===== config.mk =====
export PLATFORM = sky130hd
export DESIGN_NAME = adc_scheduler
export DESIGN_NICKNAME = d
export VERILOG_FILES = /design/src/rtl/adc_scheduler.sv
export SDC_FILE = /design/constraint.sdc
export NUM_CORES = 1
export LEC_CHECK = 0
export CELL_PAD_IN_SITES_DETAIL_PLACEMENT = 2
export CELL_PAD_IN_SITES_GLOBAL_PLACEMENT = 2
export CORE_UTILIZATION = 38
export DETAILED_ROUTE_END_ITERATION = 8
export GPL_ROUTABILITY_DRIVEN = 1
export PLACE_DENSITY = 0.92
export REMOVE_ABC_BUFFERS = 1
export SLEW_MARGIN = 25
export SYNTH_ARGS = -nofsm -noshare
export SYNTH_HDL_FRONTEND = slang
export SYNTH_SLANG_ARGS = --single-unit

===== constraint.sdc =====
create_clock -name i_clk -period 5.2 [get_ports i_clk]
set_input_delay 0.78 -clock i_clk [delete_from_list [all_inputs] [get_ports i_clk]]
set_output_delay 0.78 -clock i_clk [all_outputs]
set_load 0.02 [all_outputs]

===== src/rtl/adc_scheduler.sv =====
// Continuous-scan sequencer for AD7908/7918/7928 SPI ADCs.
// Define ADC_SCHED_DUMMY_EN for two power-up dummy frames after reset.
module adc_scheduler #(
  parameter int DIGITS    = 8,
  parameter int SCLK_DIV  = 2,
  parameter int QUIET_CYC = 4
) (
  input  logic              i_clk,
  input  logic              i_reset,
  input  logic              i_enable,
  input  logic [7:0]        i_ch_mask,
  input  logic [1:0]        i_pm,
  input  logic              i_range_sel,
  input  logic              i_in_slave,
  output logic              o_out_slave,
  output logic              o_cs,
  output logic              o_sclk,
  output logic              o_res_valid,
  input  logic              i_res_ready,
  output logic [2:0]        o_res_chan,
  output logic [DIGITS-1:0] o_res_data,
  output logic              o_busy,
  output logic              o_overrun
);

`ifdef ADC_SCHED_DUMMY_EN
  localparam logic [1:0] DUMMY_N = 2'd2;
`else
  localparam logic [1:0] DUMMY_N = 2'd0;
`endif

  localparam logic [7:0]  DLAST = 8'(SCLK_DIV - 1);
  localparam logic [15:0] QLAST = 16'(QUIET_CYC - 1);
  localparam logic [4:0]  CLAST = 5'(DIGITS + 3);

  typedef enum logic [1:0] {IDLE, SETUP, SHIFT, QUIET} state_t;

  state_t              r_state;
  logic                r_cs;
  logic                r_sclk;
  logic                r_out;
  logic                r_valid;
  logic [2:0]          r_chan;
  logic [DIGITS-1:0]   r_data;
  logic                r_busy;
  logic                r_ovr;
  logic [2:0]          r_last;
  logic                r_fill;
  logic [1:0]          r_dummy;
  logic                r_dmy;
  logic [7:0]          r_div;
  logic [4:0]          r_bit;
  logic [15:0]         r_qcnt;
  logic [15:0]         r_word;
  logic [DIGITS+2:0]   r_sr;

  logic                w_dmy;
  logic                w_go;
  logic                w_qend;
  logic                w_start;
  logic                w_rise;
  logic                w_new;
  logic [2:0]          w_next;
  logic [15:0]         w_word;

  function automatic logic [2:0] f_next(
    input logic [7:0] m,
    input logic [2:0] last
  );
    logic [2:0] lo;
    logic [2:0] hi;
    logic       fh;
    lo = '0;
    hi = '0;
    fh = 1'b0;
    for (int i = 7; i >= 0; i--) begin
      if (m[i]) lo = 3'(i);
      if (m[i] && (3'(i) > last)) begin
        hi = 3'(i);
        fh = 1'b1;
      end
    end
    return fh ? hi : lo;
  endfunction

  always_comb begin
    w_dmy   = (r_dummy != 2'd0);
    w_go    = w_dmy || (i_enable && (i_ch_mask != 8'h00));
    w_qend  = (r_state == QUIET) && (r_qcnt == QLAST);
    w_start = w_go && ((r_state == IDLE) || w_qend);
    w_next  = f_next(i_ch_mask, r_last);
    w_word  = w_dmy ? 16'hFFFF
                    : {3'b100, w_next, i_pm, 2'b00,
                       i_range_sel, 1'b1, 4'h0};
    w_rise  = (r_state == SHIFT) && (r_div == DLAST) && !r_sclk;
    w_new   = (r_state == QUIET) && (r_qcnt == 16'd0)
              && !r_dmy && !r_fill;
  end

  always_ff @(posedge i_clk) begin
    if (!i_reset) begin
      r_state <= IDLE;
      r_cs    <= 1'b1;
      r_sclk  <= 1'b1;
      r_out   <= 1'b0;
      r_valid <= 1'b0;
      r_chan  <= '0;
      r_data  <= '0;
      r_busy  <= 1'b0;
      r_ovr   <= 1'b0;
      r_last  <= 3'd7;
      r_fill  <= 1'b1;
      r_dummy <= DUMMY_N;
      r_dmy   <= 1'b0;
      r_div   <= '0;
      r_bit   <= '0;
      r_qcnt  <= '0;
      r_word  <= '0;
      r_sr    <= '0;
    end else begin
      r_ovr <= w_new && r_valid && !i_res_ready;
      if (w_new) begin
        r_valid <= 1'b1;
        r_chan  <= r_sr[DIGITS+2 -: 3];
        r_data  <= r_sr[DIGITS-1:0];
      end else if (r_valid && i_res_ready) begin
        r_valid <= 1'b0;
      end
      unique case (r_state)
        IDLE: ;
        SETUP: begin
          r_state <= SHIFT;
          r_div   <= '0;
          r_bit   <= '0;
        end
        SHIFT: begin
          if (r_div == DLAST) begin
            r_div  <= '0;
            r_sclk <= ~r_sclk;
          end else begin
            r_div <= r_div + 8'd1;
          end
          if (w_rise) begin
            // keep only the channel id and result bits of DOUT
            if (r_bit >= 5'd1 && r_bit <= CLAST)
              r_sr <= {r_sr[DIGITS+1:0], i_in_slave};
            r_word <= {r_word[14:0], 1'b0};
            r_bit  <= r_bit + 5'd1;
            if (r_bit == 5'd15) begin
              r_state <= QUIET;
              r_cs    <= 1'b1;
              r_out   <= 1'b0;
              r_qcnt  <= '0;
            end else begin
              r_out <= r_word[14];
            end
          end
        end
        QUIET: begin
          r_qcnt <= r_qcnt + 16'd1;
          if (r_qcnt == 16'd0 && !r_dmy)
            r_fill <= 1'b0;
          if (w_qend && !w_go) begin
            r_state <= IDLE;
            r_busy  <= 1'b0;
            r_fill  <= 1'b1;
            r_last  <= 3'd7;
          end
        end
        default: r_state <= IDLE;
      endcase
      if (w_start) begin
        r_state <= SETUP;
        r_cs    <= 1'b0;
        r_busy  <= 1'b1;
        r_out   <= w_word[15];
        r_word  <= w_word;
        r_dmy   <= w_dmy;
        if (w_dmy) r_dummy <= r_dummy - 2'd1;
        else       r_last  <= w_next;
      end
    end
  end

  assign o_cs        = r_cs;
  assign o_sclk      = r_sclk;
  assign o_out_slave = r_out;
  assign o_res_valid = r_valid;
  assign o_res_chan  = r_chan;
  assign o_res_data  = r_data;
  assign o_busy      = r_busy;
  assign o_overrun   = r_ovr;

endmodule

# Yosys cells after proc, flatten, opt, wreduce, memory -nomap -nowiden
# Index checks and enable logic that the tools add are counted.
# totals
register_bits	81
out_inout_bits	17
# classes
add_sub_neg	4
n_lt_le_gt_ge	10
n_eq_ne	12
mux	60
bitwise	2
reduce_logical	56
# ops
operator	n
3-bit 2-to-1 mux	21
15-bit 2-to-1 mux	4
16-bit 2-to-1 mux	2
16-bit case mux with 2 select lines	1
1-bit 2-to-1 mux	24
1-bit logical AND	22
2-bit nonzero test	10
16-bit by 1-bit adder with 16-bit output (second input constant)	1
16-bit by 2-bit equality test with 1-bit output (second input constant)	1
16-bit logical NOT	1
8-bit case mux with 2 select lines	1
3-bit greater-than comparator (first input constant)	4
2-bit AND reduction	6
5-bit case mux with 2 select lines	1
3-bit AND reduction	3
8-bit by 1-bit adder with 8-bit output (second input constant)	1
8-bit by 1-bit equality test with 1-bit output (second input constant)	1
8-bit 2-to-1 mux	1
4-bit AND reduction	2
8-bit nonzero test	1
1-bit by 3-bit greater-than comparator with 1-bit output (first input constant)	2
2-bit by 3-bit greater-than comparator with 1-bit output (first input constant)	2
2-bit 2-to-1 mux	3
3-bit by 2-bit inequality test with 1-bit output (second input constant)	2
19 further kinds	27

# Logic depth before layout (Yosys ltp)
# Gate-level depths: netlist (run 1).
# depth
ltp_word	13
mapped_depth	9

# Worst setup path before layout (run 1)
# OpenSTA, ideal clock, no wires.
# synth_timing
path_kind	input to register
start	input i_ch_mask[1]
end	register r_state[1]
t_arrival_ns	2.492
required_time_ns	5.141
path_slack_ns	2.648
path_stages	6
path_buffers	0
path_cell_list	or4_4 o21ai_2 or3b_1 a221oi_2 mux2i_1 and3_1
# synth_between
elab_chain_cells	7
elab_cells_between_ends	9
cone_classes	eq/ne (1); reduce/logical (8)
# synth_rtl
item	line	source
from (decl)	11	input logic [7:0] i_ch_mask,
8-bit nonzero test (*)	88	w_go = w_dmy || (i_enable && (i_ch_mask != 8'h00));
1-bit logical AND (*)	88	
1-bit logical OR (*)	88	
1-bit logical NOT	163	if (w_qend && !w_go) begin
1-bit logical AND	163	
2-bit by 1-bit inequality test with 1-bit output (no source line)	--	
4-bit AND reduction (no source line)	--	
to (signal assigned)	164	r_state <= IDLE;
to (signal assigned)	170	default: r_state <= IDLE;
to (signal assigned)	173	r_state <= SETUP;
to (decl)	38	state_t r_state;
# Every way passes the cells marked *; elsewhere a longest branch is shown, timed or not.
# A chain may end at the register's enable or synchronous reset.

# Final worst setup path (run 1)
# layout_timing
start	register r_div[0]
end	register r_state[1]
# layout_between
elab_chain_cells	5
# layout_rtl
item	line	source
from (decl)	51	logic [7:0] r_div;
from (signal assigned)	141	r_div <= r_div + 8'd1;
8-bit by 1-bit equality test with 1-bit output	95	w_rise = (r_state == SHIFT) && (r_div == DLAST) && !r_sclk;
1-bit logical AND (2 in a row)	95	
2-bit inequality test (no source line)	--	
4-bit AND reduction (no source line)	--	
to (signal assigned)	102	r_state <= IDLE;
to (signal assigned)	132	r_state <= SHIFT;
to (signal assigned)	150	r_state <= QUIET;
# No other way between the ends.

==> results of run 1 <==
==> routing by layer <==
metal | part of all wire | wire length [microns] | vias up
met4 | 0.018 | 209 | 0
met3 | 0.024 | 289 | 19
li1 | - | - | 1582
met2 | 0.53 | 6300 | 57
met5 | 0 | 0 | -
met1 | 0.43 | 5090 | 1696
==> state kept, by name, indices dropped and copies added (netlist names), 2 cells and up <==
register,flops
o_res_chan,3
r_div,8
r_dummy,2
r_state,2
r_last,3
r_bit,5
o_res_data,8
r_qcnt,16
r_word,15
r_sr,11
==> worst paths after layout <==
path	start	to	slack (ns)	depth (start not counted)
worst max-delay path	r_div[0]	r_state[1]	2.08	7
worst min-delay path	r_fill	o_overrun	0.46	1
worst max register to register	r_div[0]	r_state[1]	2.08	7
worst min register to register	r_fill	o_overrun	0.46	1
==> worst max-delay path, delay by kind of cell (launching register included) <==
kind            cells  cell delay (ns)
simple gates        4             1.83
flops               1             0.44
compound gates      1             0.36
mux                 1             0.23
fa+ha+maj           1             0.21
==> power by group through the flow <==
stage,Sequential (uW),Combinational [uW],Clock [uW]
floorplan,784,380,0
finish,790,593,422
global placement,790,522,0
CTS,789,595,432
global route,802,654,459
detailed placement,801,560,0
==> cells by family (layout without fill, tap and decap cells) <==
| logic type | after synthesis | after routing | synth area share |
|---|---|---|---|
| AND/OR/NAND/NOR | 168 | 168 | 0.218 |
| AO/OA/AOI/OAI | 88 | 88 | 0.152 |
| flip-flops | 81 | 81 | 0.425 |
| adder cells (fa/ha/maj) | 13 | 13 | 0.0427 |
| XOR/XNOR | 22 | 22 | 0.0505 |
| buffers and inverters | 37 | 70 | 0.0407 |
| multiplexers | 27 | 27 | 0.0709 |
==> layout make-up <==
| type | count | area share |
|---|---|---|
| Clock buffer | 9 | 0.0281 |
| Inverter | 19 | 0.0162 |
| Timing Repair Buffer | 36 | 0.0793 |
| Tap cell | 133 | 0.0377 |
| Clock inverter | 6 | 0.0105 |
| Sequential cell | 81 | 0.367 |
| Multi-Input combinational cell | 318 | 0.461 |
==> cell usage in the layout, fill, tap and decap left out, types with 5 or more instances in the layout <==
cell type        Yosys  routed
o21ai_0             25      25
nand4_1             11      11
mux2i_1             27      27
and3_1               7       7
nor2_1              67      67
a31oi_1              6       6
clkdlybuf4s50_1      0      32
dfxtp_1             81      81
nand2_1             37      37
nand3_1             15      15
clkbuf_8             0       9
inv_1               18      18
ha_1                13      13
xor2_1              18      18
a21oi_1             23      23
o31ai_1              5       5
==> stage by stage <==
step,instances,setup slack (ns)
after global placement,587,2.03
after CTS,602,2.11
after global routing,602,1.93
after floorplan,418,2.45
after detailed placement,587,1.96
final,602,2.08
==> reports/qor.json, run 1 <==
{
  "outcome": "finished clean",
  "clock_sinks": 81,
  "rows": 36,
  "multiInputGateArea_sq_um": 2040,
  "placed_cell_area_sq_um": 4250,
  "synth_common_cells": "dfxtp_1 (81), nor2_1 (67), nand2_1 (37)",
  "setup_viol": 0,
  "globalRoute.totalOverflow": 0,
  "initial_utilization": 0.392,
  "ir_drop_worst_case_vdd_mv": 0.158,
  "synth_largest_type_area_fraction": 0.425,
  "num-fill-cells": 1082,
  "critPathSlowestCell": "nor4_4",
  "grt_setup_unrepaired": "no",
  "hp-class": "reg2reg",
  "synth_top_flop_cell": "dfxtp_1",
  "dieArea_sq_um": 10400,
  "synth_cell_type_count": 58,
  "post_drt_wl_per_cell_microns": 19.8,
  "avgSynthCellArea_sq_um": 8.74,
  "synthCells": 436,
  "cts_setup_buffers": 0,
  "proportion_of_layout_cells_with_a_drive_suffix_above_1": 0.0704,
  "global_route.usage.met1": 0.290,
  "power.static_leakage_uw": 0.00169,
  "power.switching_fraction": 0.392,
  "report.power.total_uw": 1810,
  "cts_buffers": 9,
  "post-route-drc-count": 0,
  "critPathCaptureType": "register",
  "critPathKind": "reg2reg",
  "combinationalPowerShare": 0.329,
  "cts-hold-fix-buffers": 0,
  "port_buffers": 32,
  "drt-vias-per-instance": 5.57,
  "drt_pre_antenna_iters": 4,
  "core_sq_um": 9730,
  "post-synth-top-count-cell": "dfxtp_1",
  "final_hold_violations": 0,
  "ant_nets": 0,
  "grt_pass1_vias": 3778,
  "internal_power_uw": 1100,
  "use_met3": 0.0417,
  "cts-root-to-sink-buffers": 2,
  "global_route_wire_length_before_repair_mm": 19.7,
  "tritoncts": "yes",
  "grt_max_degree": 38,
  "finalSetupTns_ns": 0,
  "fin_skew_ns": 0.0183,
  "timing_max_transition_violations_final": 0,
  "power_density_nw_per_um2": 409,
  "grt_busiest_layer": "met2",
  "ys.warnings.count": 0,
  "die_y_microns": 102,
  "period_share": 0.599,
  "yosys-top-cells-area": "dfxtp_1 (43%), mux2i_1 (7.1%), nor2_1 (6.6%), ha_1 (4.3%), xor2_1 (4.1%)",
  "floorplan.io_pins": 33,
  "globalplace.congestion": 0.834,
  "die_width_microns": 102,
  "cts_repair_resize_count": 0,
  "crit_path_max_fanout": 16,
  "p_clk_frac": 0.234,
  "critical_path.cell_chain": "ha_1, or4b_4, nor4_4, nand2_1, a221oi_2, mux2i_1, and3_1",
  "finish.utilization": 0.454,
  "maxCapViolations": 0,
  "grt_util_all_layers": 0.248,
  "timing.max_slew.rel_slack": 0.259,
  "drt_first_iter_violations": 110,
  "synth_sequential_area_ratio": 0.425,
  "hold-worst-slack_ns": 0.463,
  "dr_total_vias": 3354,
  "htree_num_levels": 3,
  "max_freq_mhz": 321,
  "finish.net_count": 494,
  "hpwlAfterDp_mm": 7.67,
  "initial_antenna_violation_count": 0,
  "post-synth-top-area-cell": "dfxtp_1",
  "final_period_minus_worst_setup_slack_ns": 3.12,
  "design_area_sq_um": 4420,
  "sequential_cell_area_sq_um": 1620,
  "timing_worst_slew_pin_value_ns": 1.10,
  "synthToLayoutAreaGrowth_pct": 15.8,
  "sequentialPowerShare": 0.438,
  "critical_path_required_ns": 5.52,
  "mappedNetlistArea_sq_um": 3810,
  "skew_pair_late_insertion_delay_ns": 0.37,
  "synth-async-reset-ratio": 0,
  "number_of_antenna_cells_inserted": 0,
  "synth_edf_count": 0,
  "net_switching_uw": 708,
  "synth.ff_latch_count": 81,
  "worst_setup_path_start_kind": "register",
  "use_met2": 0.457,
  "path_clk_slew_ns": 0.10,
  "cpPeakStageDelay_ns": 0.85,
  "total_routed_length_mm": 11.9,
  "cp_data_arrival_time_ns": 3.44,
  "clockRootBuffer": "clkbuf_8"
}
Note: power is estimated with default switching activity, not from simulation.
==> run 2, diff against run 1 <==
--- a/config.mk
+++ b/config.mk
@@ -7,10 +7,10 @@
 export LEC_CHECK = 0
 export CELL_PAD_IN_SITES_DETAIL_PLACEMENT = 2
 export CELL_PAD_IN_SITES_GLOBAL_PLACEMENT = 2
-export CORE_UTILIZATION = 38
+export CORE_UTILIZATION = 35
 export DETAILED_ROUTE_END_ITERATION = 8
 export GPL_ROUTABILITY_DRIVEN = 1
-export PLACE_DENSITY = 0.92
+export PLACE_DENSITY = 0.86
 export REMOVE_ABC_BUFFERS = 1
 export SLEW_MARGIN = 25
 export SYNTH_ARGS = -nofsm -noshare
==> constraint.sdc (replaced) <==
create_clock -name i_clk -period 3.1 [get_ports i_clk]
set_input_delay 0.465 -clock i_clk [delete_from_list [all_inputs] [get_ports i_clk]]
set_output_delay 0.465 -clock i_clk [all_outputs]
set_load 0.02 [all_outputs]
==> run 2 against run 1 <==
Compared with the run above: critical path depth did not move; critical path type unchanged; combinational power increased by 65%; highest routed layer unchanged; clock skew shrank 0.0070 ns; largest power group unchanged; die area up 8.4%; routed wire length decreased by 12%.
==> reports/qor.json, run 2 (synthesis gave the netlist of run 1 again) <==
{
  "design_area": {"value": 4530, "unit": "sq um", "change": "+2.6%"},
  "placed_cell_area": {"value": 4280, "unit": "sq um", "change": "+0.80%"},
  "clock_sinks": {"value": 81, "change": "unchanged"},
  "globalRoute.totalOverflow": {"value": 0, "change": "unchanged"},
  "placed_instance_count": {"value": 594, "change": "+1.2%"},
  "startpoint_of_the_worst_hold_path": "r_fill",
  "finish.net_count": {"value": 498, "change": "+0.81%"},
  "most-common-layout-cells": "dfxtp_1 (81), nor2_1 (67), nand2_1 (36), clkdlybuf4s50_1 (32), mux2i_1 (27)",
  "multiInputGateArea": {"value": 2040, "unit": "sq um", "change": "+0.43%"},
  "dr_total_vias": {"value": 3275, "change": "-2.4%"},
  "critPathSlowestCell": "or3b_1",
  "ant_nets": {"value": 0, "change": "unchanged"},
  "finalSetupTns": {"value": 0, "unit": "ns", "change": "unchanged"},
  "min_delay_worst_endpoint": "r_fill",
  "htree_num_levels": {"value": 3, "change": "unchanged"},
  "timing.hold.worst_path_depth": {"value": 2, "change": "+1"},
  "critical_path.cell_chain": "ha_1, nor4b_2, nand4_1, or3b_1, a221oi_2, mux2i_1, and3_1",
  "cpPeakStageDelay": {"value": 0.47, "unit": "ns", "change": "-0.38 ns"},
  "register_with_the_most_flip_flops": "r_qcnt",
  "worst_path_dominant_cell_family": "simple AND/OR/NAND/NOR gates",
  "drt_pre_antenna_iters": {"value": 4, "change": "unchanged"},
  "cts_buffers": {"value": 9, "change": "unchanged"},
  "initial_antenna_violation_count": {"value": 0, "change": "unchanged"},
  "timing_worst_slew_pin_value": {"value": 0.583, "unit": "ns", "change": "-0.515 ns"},
  "clockRootBuffer": "clkbuf_8",
  "layout.cells.most_common": "dfxtp_1",
  "critPathKind": "reg2reg",
  "number_of_antenna_cells_inserted": {"value": 0, "change": "unchanged"},
  "num-fill-cells": {"value": 1172, "change": "+8.3%"},
  "hp-class": "reg2reg",
  "rrSetupSlack": {"value": 0.45, "unit": "ns", "change": "-1.64 ns"},
  "dieArea": {"value": 11300, "unit": "sq um", "change": "+8.4%"},
  "sequential_cell_area": {"value": 1620, "unit": "sq um", "change": "unchanged"},
  "grt_util_all_layers": {"value": 0.201, "change": "-0.0473"},
  "die_y": {"value": 106, "unit": "microns", "change": "+4.1%"},
  "period_share": {"value": 0.856, "change": "+0.256"},
  "path_buf_inv": {"value": 0, "change": "unchanged"},
  "grt_setup_unrepaired": "no",
  "grt_pass1_vias": {"value": 3555, "change": "-5.9%"},
  "report.power.total": {"value": 3250, "unit": "uW", "change": "+80%"},
  "path_clk_slew": {"value": 0.08, "unit": "ns", "change": "-0.02 ns"},
  "crit_path_max_fanout": {"value": 11, "change": "-5"},
  "max_freq": {"value": 377, "unit": "MHz", "change": "+17%"},
  "power.static_leakage": {"value": 0.00175, "unit": "uW", "change": "+3.7%"},
  "cp_data_arrival_time": {"value": 2.96, "unit": "ns", "change": "-0.48 ns"},
  "hold-worst-slack": {"value": 0.481, "unit": "ns", "change": "+0.0177 ns"},
  "power_density": {"value": 718, "unit": "nW/um^2", "change": "+76%"},
  "rows": {"value": 37, "change": "+2.8%"},
  "final_hold_violations": {"value": 0, "change": "unchanged"},
  "drt_first_iter_violations": {"value": 88, "change": "-20%"},
  "synthToLayoutAreaGrowth_pct": 18.8,
  "tritoncts": "yes",
  "core": {"value": 10500, "unit": "sq um", "change": "+7.5%"},
  "cts-root-to-sink-buffers": {"value": 2, "change": "unchanged"},
  "outcome": "finished clean",
  "critPathCaptureType": "register",
  "largest_registers": "r_qcnt (16), r_word (15), r_sr (11)",
  "cts_setup_buffers": {"value": 0, "change": "unchanged"},
  "r2r.worst_path.cells": {"value": 7, "change": "unchanged"},
  "global_route_wire_length_before_repair": {"value": 17.7, "unit": "mm", "change": "-10%"},
  "drt-vias-per-instance": {"value": 5.38, "change": "-3.5%"},
  "maxCapViolations": {"value": 0, "change": "unchanged"},
  "die_width": {"value": 106, "unit": "microns", "change": "+4.1%"},
  "floorplan.io_pins": {"value": 33, "change": "unchanged"},
  "worst_setup_path_start_kind": "register",
  "ir_drop_worst_case_vdd": {"value": 0.246, "unit": "mV", "change": "+56%"},
  "skew_pair_late_insertion_delay": {"value": 0.37, "unit": "ns", "change": "about the same"},
  "total_routed_length": {"value": 10.5, "unit": "mm", "change": "-12%"},
  "cts-hold-fix-buffers": {"value": 0, "change": "unchanged"},
  "initial_utilization": {"value": 0.364, "change": "-0.0275"},
  "fin_skew": {"value": 0.0114, "unit": "ns", "change": "-0.00696 ns"},
  "port_buffers": {"value": 32, "change": "unchanged"},
  "grt_max_degree": {"value": 27, "change": "-29%"},
  "largest_register_ff_count": {"value": 16, "change": "unchanged"},
  "worst-path-stages": {"value": 7, "change": "unchanged"},
  "timing.max_slew.rel_slack": {"value": 0.611, "change": "+0.352"},
  "instances_no_fill": {"value": 609, "change": "+1.2%"},
  "globalplace.congestion": {"value": 0.843, "change": "+1.0%"},
  "reg2reg_to": "r_state[1]",
  "setup_viol": {"value": 0, "change": "unchanged"},
  "post-route-drc-count": {"value": 0, "change": "unchanged"},
  "proportion_of_layout_cells_with_a_drive_suffix_above_1": {"value": 0.0825, "change": "+0.0121"},
  "post_drt_wl_per_cell": {"value": 17.3, "unit": "microns", "change": "-13%"},
  "critical_path.reg2reg.startpoint": "r_state[1]",
  "timing_max_transition_violations_final": {"value": 0, "change": "unchanged"},
  "hpwlAfterDp": {"value": 7.23, "unit": "mm", "change": "-5.8%"},
  "critical_path_required": {"value": 3.41, "unit": "ns", "change": "-2.11 ns"},
  "final_period_minus_worst_setup_slack": {"value": 2.65, "unit": "ns", "change": "-0.464 ns"}
}
## run 2: cell types whose count changed in the layout (fill, tap and decap cells not counted), sizes merged
cell      before  now
buf            4    8
bufinv         0    3
clkbuf         9   10
clkinv         5    3
clkinvlp       2    0
## run 2: cell type report
| type | count | area share |
|---|---|---|
| Clock buffer | 10 | 0.0304 |
| Timing Repair Buffer | 40 | 0.0840 |
| Tap cell | 136 | 0.0376 |
| Clock inverter | 5 | 0.0229 |
| Multi-Input combinational cell | 318 | 0.451 |
| Inverter | 19 | 0.0157 |
| Sequential cell | 81 | 0.358 |
## run 2: routing by layer
metal	track usage	wire length, microns
met1	0.237	4860
met2	0.346	5210
met3	0.0405	224
met4	0.0962	224
met5	0	0
## run 2: how the worst max path moves through the flow
stage | from | endpoint
after floorplan | r_div[0] | r_sr[0]
after global placement | i_ch_mask[4] | r_state[1]
after detailed placement | i_ch_mask[4] | r_state[1]
after CTS | r_state[1] | r_word[5]
after global routing | r_state[1] | r_state[1]
final | r_state[1] | r_state[1]
## run 2: power breakdown
part	internal, uW	switching, uW
Combinational	380	597
Sequential	1190	137
Clock	553	398
Total	2120	1130
## run 2: what timing repair did
| action | CTS | global route |
|---|---|---|
| endpoints found under the hold margin | 0 | 0 |
| endpoints found under the setup margin | 0 | 9 |
| resized for setup | 0 | 2 |
## run 2: tightest hold or removal path: cells and delay by family (launching register included)
| family | cells | cell delay [ns] |
|---|---|---|
| flops | 1 | 0.34 |
| simple gates | 2 | 0.10 |
## run 2: stage by stage
| step | worst slack, ns | utilization |
|---|---|---|
| 2_1_floorplan | 0.354 | - |
| 3_5_place_dp | 0.158 | 0.409 |
| 4_1_cts | 0.216 | 0.432 |
| 3_3_place_gp | 0.234 | 0.409 |
| 6_report | 0.448 | 0.433 |
| 5_1_grt | 0.197 | 0.433 |
==> run 3, diff against run 2 <==
--- a/config.mk
+++ b/config.mk
@@ -12,6 +12,7 @@
 export GPL_ROUTABILITY_DRIVEN = 1
 export PLACE_DENSITY = 0.86
 export REMOVE_ABC_BUFFERS = 1
+export SKIP_LAST_GASP = 1
 export SLEW_MARGIN = 25
 export SYNTH_ARGS = -nofsm -noshare
 export SYNTH_HDL_FRONTEND = slang
==> results of run 3 <==
Same layout as run 2: the final DEF is identical, and so are final timing and power.
